[src/rtl/midi_voice_alloc.sv]
// Polyphonic MIDI voice allocator: note-on/off/all-off into an oldest-steal voice table.
// Define MIDI_CHANNEL_FILTER_EN to accept only packets on CHANNEL (default: omni).
module midi_voice_alloc #(
    parameter int NUM_VOICES = 4,
    parameter int CHANNEL    = 0
) (
    input  logic                    CLK,
    input  logic                    RESET,
    input  logic [31:0]             PKT_DATA,
    input  logic                    PKT_VALID,
    output logic                    PKT_READY,
    output logic [7*NUM_VOICES-1:0] VOICE_NOTE,
    output logic [7*NUM_VOICES-1:0] VOICE_VEL,
    output logic [NUM_VOICES-1:0]   VOICE_GATE,
    output logic                    UPDATE,
    output logic                    STOLE
);

    localparam int RW = $clog2(NUM_VOICES);
    localparam logic [RW-1:0] LAST = RW'(NUM_VOICES - 1);

    typedef enum logic [1:0] {S_IDLE, S_DECODE, S_SEARCH, S_COMMIT} state_e;
    typedef enum logic [1:0] {C_NONE, C_ON, C_OFF, C_ALL} cmd_e;

    state_e state_q, state_d;
    cmd_e   cmd_q, cmd_d;
    logic [3:0] cin_q, cin_d;
    logic [6:0] d1_q, d1_d;
    logic [6:0] d2_q, d2_d;
    logic [RW-1:0] idx_q, idx_d;
    logic          mfound_q, mfound_d;
    logic [RW-1:0] midx_q, midx_d;
    logic          ffound_q, ffound_d;
    logic [RW-1:0] fidx_q, fidx_d;
    logic [RW-1:0] oidx_q, oidx_d;
    logic [RW-1:0] orank_q, orank_d;
    logic [6:0]    note_q [NUM_VOICES];
    logic [6:0]    note_d [NUM_VOICES];
    logic [6:0]    vel_q  [NUM_VOICES];
    logic [6:0]    vel_d  [NUM_VOICES];
    logic [RW-1:0] rank_q [NUM_VOICES];
    logic [RW-1:0] rank_d [NUM_VOICES];
    logic [NUM_VOICES-1:0] gate_q, gate_d;
    logic upd_q, upd_d;
    logic stole_q, stole_d;
    logic [RW-1:0] tgt;
    logic          chg;

`ifdef MIDI_CHANNEL_FILTER_EN
    logic [3:0] chan_q, chan_d;
    logic unused_bits;
    assign unused_bits = ^{PKT_DATA[31:28], PKT_DATA[23:20],
                           PKT_DATA[15], PKT_DATA[7]};
`else
    logic unused_bits;
    assign unused_bits = ^{PKT_DATA[31:28], PKT_DATA[23:16],
                           PKT_DATA[15], PKT_DATA[7], 4'(CHANNEL)};
`endif

    // NOTE_ON target priority: retrigger a sounding match, else a free voice, else steal.
    assign tgt = mfound_q ? midx_q : (ffound_q ? fidx_q : oidx_q);
    assign chg = !gate_q[tgt] || (note_q[tgt] != d1_q) || (vel_q[tgt] != d2_q);

    always_comb begin
        state_d  = state_q;
        cmd_d    = cmd_q;
        cin_d    = cin_q;
        d1_d     = d1_q;
        d2_d     = d2_q;
        idx_d    = idx_q;
        mfound_d = mfound_q;
        midx_d   = midx_q;
        ffound_d = ffound_q;
        fidx_d   = fidx_q;
        oidx_d   = oidx_q;
        orank_d  = orank_q;
        note_d   = note_q;
        vel_d    = vel_q;
        rank_d   = rank_q;
        gate_d   = gate_q;
        upd_d    = 1'b0;
        stole_d  = 1'b0;
`ifdef MIDI_CHANNEL_FILTER_EN
        chan_d   = chan_q;
`endif
        unique case (state_q)
            S_IDLE: begin
                if (PKT_VALID) begin
                    cin_d   = PKT_DATA[27:24];
                    d1_d    = PKT_DATA[14:8];
                    d2_d    = PKT_DATA[6:0];
`ifdef MIDI_CHANNEL_FILTER_EN
                    chan_d  = PKT_DATA[19:16];
`endif
                    state_d = S_DECODE;
                end
            end
            S_DECODE: begin
                idx_d    = '0;
                mfound_d = 1'b0;
                midx_d   = '0;
                ffound_d = 1'b0;
                fidx_d   = '0;
                oidx_d   = '0;
                orank_d  = '0;
                cmd_d    = C_NONE;
                if (cin_q == 4'h9 && d2_q != 7'd0)
                    cmd_d = C_ON;
                else if (cin_q == 4'h8 || cin_q == 4'h9)
                    cmd_d = C_OFF;
                else if (cin_q == 4'hB && d1_q == 7'd123)
                    cmd_d = C_ALL;
`ifdef MIDI_CHANNEL_FILTER_EN
                if (chan_q != 4'(CHANNEL))
                    cmd_d = C_NONE;
`endif
                unique case (cmd_d)
                    C_NONE:  state_d = S_IDLE;
                    C_ALL:   state_d = S_COMMIT;
                    default: state_d = S_SEARCH;
                endcase
            end
            S_SEARCH: begin
                if (!mfound_q && gate_q[idx_q] && note_q[idx_q] == d1_q) begin
                    mfound_d = 1'b1;
                    midx_d   = idx_q;
                end
                if (!ffound_q && !gate_q[idx_q]) begin
                    ffound_d = 1'b1;
                    fidx_d   = idx_q;
                end
                if (rank_q[idx_q] >= orank_q) begin
                    oidx_d  = idx_q;
                    orank_d = rank_q[idx_q];
                end
                idx_d = idx_q + 1'b1;
                if (idx_q == LAST)
                    state_d = S_COMMIT;
            end
            S_COMMIT: begin
                state_d = S_IDLE;
                unique case (cmd_q)
                    C_ON: begin
                        note_d[tgt] = d1_q;
                        vel_d[tgt]  = d2_q;
                        gate_d[tgt] = 1'b1;
                        for (int j = 0; j < NUM_VOICES; j++)
                            if (rank_q[j] < rank_q[tgt])
                                rank_d[j] = rank_q[j] + 1'b1;
                        rank_d[tgt] = '0;
                        upd_d   = chg;
                        stole_d = !mfound_q && !ffound_q;
                    end
                    C_OFF: begin
                        if (mfound_q) begin
                            gate_d[midx_q] = 1'b0;
                            upd_d          = 1'b1;
                        end
                    end
                    C_ALL: begin
                        gate_d = '0;
                        upd_d  = |gate_q;
                    end
                    default: ;
                endcase
            end
            default: state_d = S_IDLE;
        endcase
    end

    always_ff @(posedge CLK or posedge RESET) begin
        if (RESET) begin
            state_q  <= S_IDLE;
            cmd_q    <= C_NONE;
            cin_q    <= '0;
            d1_q     <= '0;
            d2_q     <= '0;
            idx_q    <= '0;
            mfound_q <= 1'b0;
            midx_q   <= '0;
            ffound_q <= 1'b0;
            fidx_q   <= '0;
            oidx_q   <= '0;
            orank_q  <= '0;
            gate_q   <= '0;
            upd_q    <= 1'b0;
            stole_q  <= 1'b0;
`ifdef MIDI_CHANNEL_FILTER_EN
            chan_q   <= '0;
`endif
            for (int i = 0; i < NUM_VOICES; i++) begin
                note_q[i] <= '0;
                vel_q[i]  <= '0;
                rank_q[i] <= RW'(NUM_VOICES - 1 - i);
            end
        end else begin
            state_q  <= state_d;
            cmd_q    <= cmd_d;
            cin_q    <= cin_d;
            d1_q     <= d1_d;
            d2_q     <= d2_d;
            idx_q    <= idx_d;
            mfound_q <= mfound_d;
            midx_q   <= midx_d;
            ffound_q <= ffound_d;
            fidx_q   <= fidx_d;
            oidx_q   <= oidx_d;
            orank_q  <= orank_d;
            gate_q   <= gate_d;
            upd_q    <= upd_d;
            stole_q  <= stole_d;
`ifdef MIDI_CHANNEL_FILTER_EN
            chan_q   <= chan_d;
`endif
            for (int i = 0; i < NUM_VOICES; i++) begin
                note_q[i] <= note_d[i];
                vel_q[i]  <= vel_d[i];
                rank_q[i] <= rank_d[i];
            end
        end
    end

    always_comb begin
        VOICE_NOTE = '0;
        VOICE_VEL  = '0;
        for (int i = 0; i < NUM_VOICES; i++) begin
            VOICE_NOTE[7*i +: 7] = note_q[i];
            VOICE_VEL[7*i +: 7]  = vel_q[i];
        end
    end

    assign VOICE_GATE = gate_q;
    assign PKT_READY  = (state_q == S_IDLE);
    assign UPDATE     = upd_q;
    assign STOLE      = stole_q;

endmodule

[config.mk]
export PLATFORM = sky130hd
export DESIGN_NAME = midi_voice_alloc
export DESIGN_NICKNAME = d
export VERILOG_FILES = /design/src/rtl/midi_voice_alloc.sv
export SDC_FILE = /design/constraint.sdc
export NUM_CORES = 1
export LEC_CHECK = 0
export ABC_CLOCK_PERIOD_IN_PS = 3800
export BUFFER_PORTS_ARGS = -buffer_cell sky130_fd_sc_hd__buf_2
export CAP_MARGIN = 10
export CORE_UTILIZATION = 39
export CTS_CLUSTER_SIZE = 10
export DETAILED_ROUTE_END_ITERATION = 8
export SLEW_MARGIN = 10
export SYNTH_ARGS = -nofsm -noshare
export SYNTH_HDL_FRONTEND = slang
export SYNTH_SLANG_ARGS = --single-unit
export TNS_END_PERCENT = 20
[constraint.sdc]
create_clock -name CLK -period 3.8 [get_ports CLK]
set_clock_uncertainty 0.05 [all_clocks]
set_input_delay 0.76 -clock CLK [delete_from_list [all_inputs] [get_ports CLK]]
set_output_delay 0.76 -clock CLK [all_outputs]
set_load 0.005 [all_outputs]
==> flow_summary.ini <==
[outcome]
status = finished, violations left
violations = design-rule violations

[routing]
met2_length_um = 7354
vias_per_cell = 5.696
wl_per_cell_um = 19.69
wirelength_um = 15360
dr_wl_met3_um = 812
highest_layer = met4
route.detailed.drc = 8
wl_met1_um = 6811
drt-pass1-iter-count = 6
via_count = 4443
ant_nets = 0
drt_iter0_markers = 210

[critical_path]
critPathSlowestCell = o21ai_2
worstReg2RegStart = ffound_q$_DFFE_PP0P_
crit_chain = mux2_2 -> o21ai_2 -> mux4_2 -> inv_1 -> ha_1 -> nor3_1 -> nand2_1 -> xor2_1 -> nor2_1
crit_cells = 9
cpPeakStageDelay_ps = 760
cp_top_family = multiplexers
crit_buf_inv = 1
worst_r2r_endpoint = rank_q[7]$_DFFE_PP1P_
reg2reg_slack_ps = 520
required_ps = 4040
crit_fanout = 18
worstPathArrival_ps = 3510
start_kind = flip-flop
crit_type = flip-flop to flip-flop
cp-end-kind = flip-flop
rr_worst_depth = 9

[sta]
setup_viol = 0
fmax_mhz = 305.2
fin_setup_tns_ps = 0
fin_crit_ps = 3276
post-route-period-util_pct = 86.22
grt_setup_unrepaired = no
setup_ws_ps = 523.7
hold_viol = 0
maxSlewViolCount = 0
tightest_slew_ps = 984.9
slew_headroom_pct = 34.33

[worst_hold_path]
hold_class = primary input to asynchronous set/reset pin

[logic_synthesis]
synth_edf_count = 0
ys_seq_area_share_pct = 44.20
syn_avg_cell_area_sq_um = 11.46
synthesis.nets = 561
yosysWarnings = 0
synth_top_cell_area_share_pct = 42.42
synth_top_area_cell = dfrtp_1
netlist_area_sq_um = 5899
postSynth.asyncResetShare_pct = 100.0
ys.flop_type = dfrtp_1
ys_ff_latch = 104
synth_area_leaders = dfrtp_1, mux2_2, mux2i_1, mux4_2, nand2_1
netlist_instances = 515
synth.distinct_cells = 49

[die]
initial_utilization_pct = 40.29
die_w_um = 125.0
die_height_um = 125.0
core_sq_um = 14640
rows = 44
dieArea_sq_um = 15620
pin_count = 98

[cts]
clockBufferDepth = 2
post_cts_buffers = 0
cts_resized = 0
cts_made_buffers = 9
insertion_delay_ps = 360
htreeDepth = 3
cts_hold_buf = 0
clk_root_buffer_cell = clkbuf_16
path_clk_slew_ps = 70
cts_sinks = 104
tritoncts = yes

[power]
p_int_mw = 2.365
combPwrFrac_pct = 29.9
power_density_nw_per_um2 = 535.3
ir_worst_vdd_mv = 0.2463
clock_power_share_pct = 25.4
p_switching_mw = 1.278
p_leak_nw = 3.107
switching_share_pct = 35.09
seqPwrFrac_pct = 44.7
p_total_mw = 3.643

[global_route]
grt_pass1_vias = 4534
grt_pass1_wl_um = 24620
track_usage_pct = 20.50
grt-ovfl-total = 0
grt_antenna_before_repair = 0
grt_max_degree = 55

[final_layout]
area_growth_pct = 15.36
antennaDiodeCount = 0
instances_no_fill = 780
num-fill-cells = 1365
final_nets = 637
drive_gt1_share_pct = 38.59
final_util_pct = 46.47

[placement]
port_buffers = 83
post-dp-hpwl_um = 10980
dp_slack_ps = 567.2
dp_cells = 764
gp_congestion = 0.7976

[run]
maxCapViolCount = 0
-- worst max path at each step --
stage	startpoint	end	slack (ps)
floorplan	RESET	STOLE$_DFF_PP0_	260
global placement	ffound_q$_DFFE_PP0P_	rank_q[1]$_DFFE_PP0P_	600
detailed placement	ffound_q$_DFFE_PP0P_	rank_q[3]$_DFFE_PP0P_	570
CTS	ffound_q$_DFFE_PP0P_	rank_q[7]$_DFFE_PP1P_	540
global route	ffound_q$_DFFE_PP0P_	rank_q[1]$_DFFE_PP0P_	330
finish	ffound_q$_DFFE_PP0P_	rank_q[7]$_DFFE_PP1P_	520
-- cell usage in the layout, fill, tap and decap left out, types with 3 or more instances in the layout --
master	count
nor4_1	3
nor2b_1	3
a21oi_1	15
mux2i_1	31
nor3_1	8
o21ai_0	29
xnor2_1	11
nand4_1	10
o2111ai_1	3
mux4_2	12
a2111o_1	4
dfstp_2	4
o211ai_1	17
buf_2	83
dfrtp_1	100
mux2_2	86
nand2_1	43
a211o_1	5
nor3_2	4
buf_4	16
xor2_1	8
inv_1	16
ha_1	11
clkbuf_16	9
nand2b_1	16
nand3_1	6
nor2_1	10
clkbuf_8	3
-- power groups by stage --
stage	Clock (mW)	Combinational [mW]	Sequential [mW]
after floorplan	0	0.927	1.46
after global placement	0	1.07	1.64
after detailed placement	0	1.09	1.65
after CTS	0.937	1.10	1.63
after global routing	0.981	1.21	1.67
final	0.925	1.09	1.63
-- final cells by class --
type                    instances  area [sq um]  share of cell area (%)
clock buffers                  12         266.5                   3.916
clock inverters                 4         27.53                  0.4045
inverters                      17         66.31                  0.9744
multi-input cells             360          3072                   45.14
flip-flops and latches        104          2608                   38.32
well taps                     184         230.2                   3.383
repair buffers                 99         535.5                   7.869
-- kinds of logic after synthesis --
kind of cell	share of synthesized area [%]
xor gates and xnor gates	2.821
AOI/OAI and AO/OA	10.46
adders and majority gates	2.333
muxes	26.89
DFF	44.20
buffers and inverters	3.733
and+or+nand+nor	9.566
-- layer usage --
layer / vias to the layer above / global-route usage (%)
met3: 22 / 3.979
met1: 2271 / 27.02
met4: 0 / 8.250
li1: 2029 / -
met5: - / 0
met2: 121 / 33.26
-- sequential cells by signal (all words and copies together), names as in the netlist, 4 cells and up, named ones only --
signal      cells
VOICE_GATE      4
VOICE_NOTE     28
VOICE_VEL      28
cin_q           4
d1_q            7
d2_q            7
rank_q          8
-- cells in the mapped netlist (all sizes together), types with 6 or more instances --
cell	n
a21oi	15
buf	11
clkbuf	23
dfrtp	100
ha	11
inv	17
mux2	87
mux2i	32
mux4	12
nand2	43
nand2b	16
nand3	6
nand4	10
nor2	10
nor3	12
o211ai	17
o21ai	33
xnor2	11
xor2	8
-- per-stage QoR --
stage | hold slack, ps | area [sq um]
floorplan | 429.6 | 5899
global placement | 445.8 | 6511
finish | 460.3 | 6805
CTS | 468.4 | 6805
detailed placement | 459.1 | 6511
global route | 494.6 | 6805
Note: power is estimated with default switching activity, not from simulation.
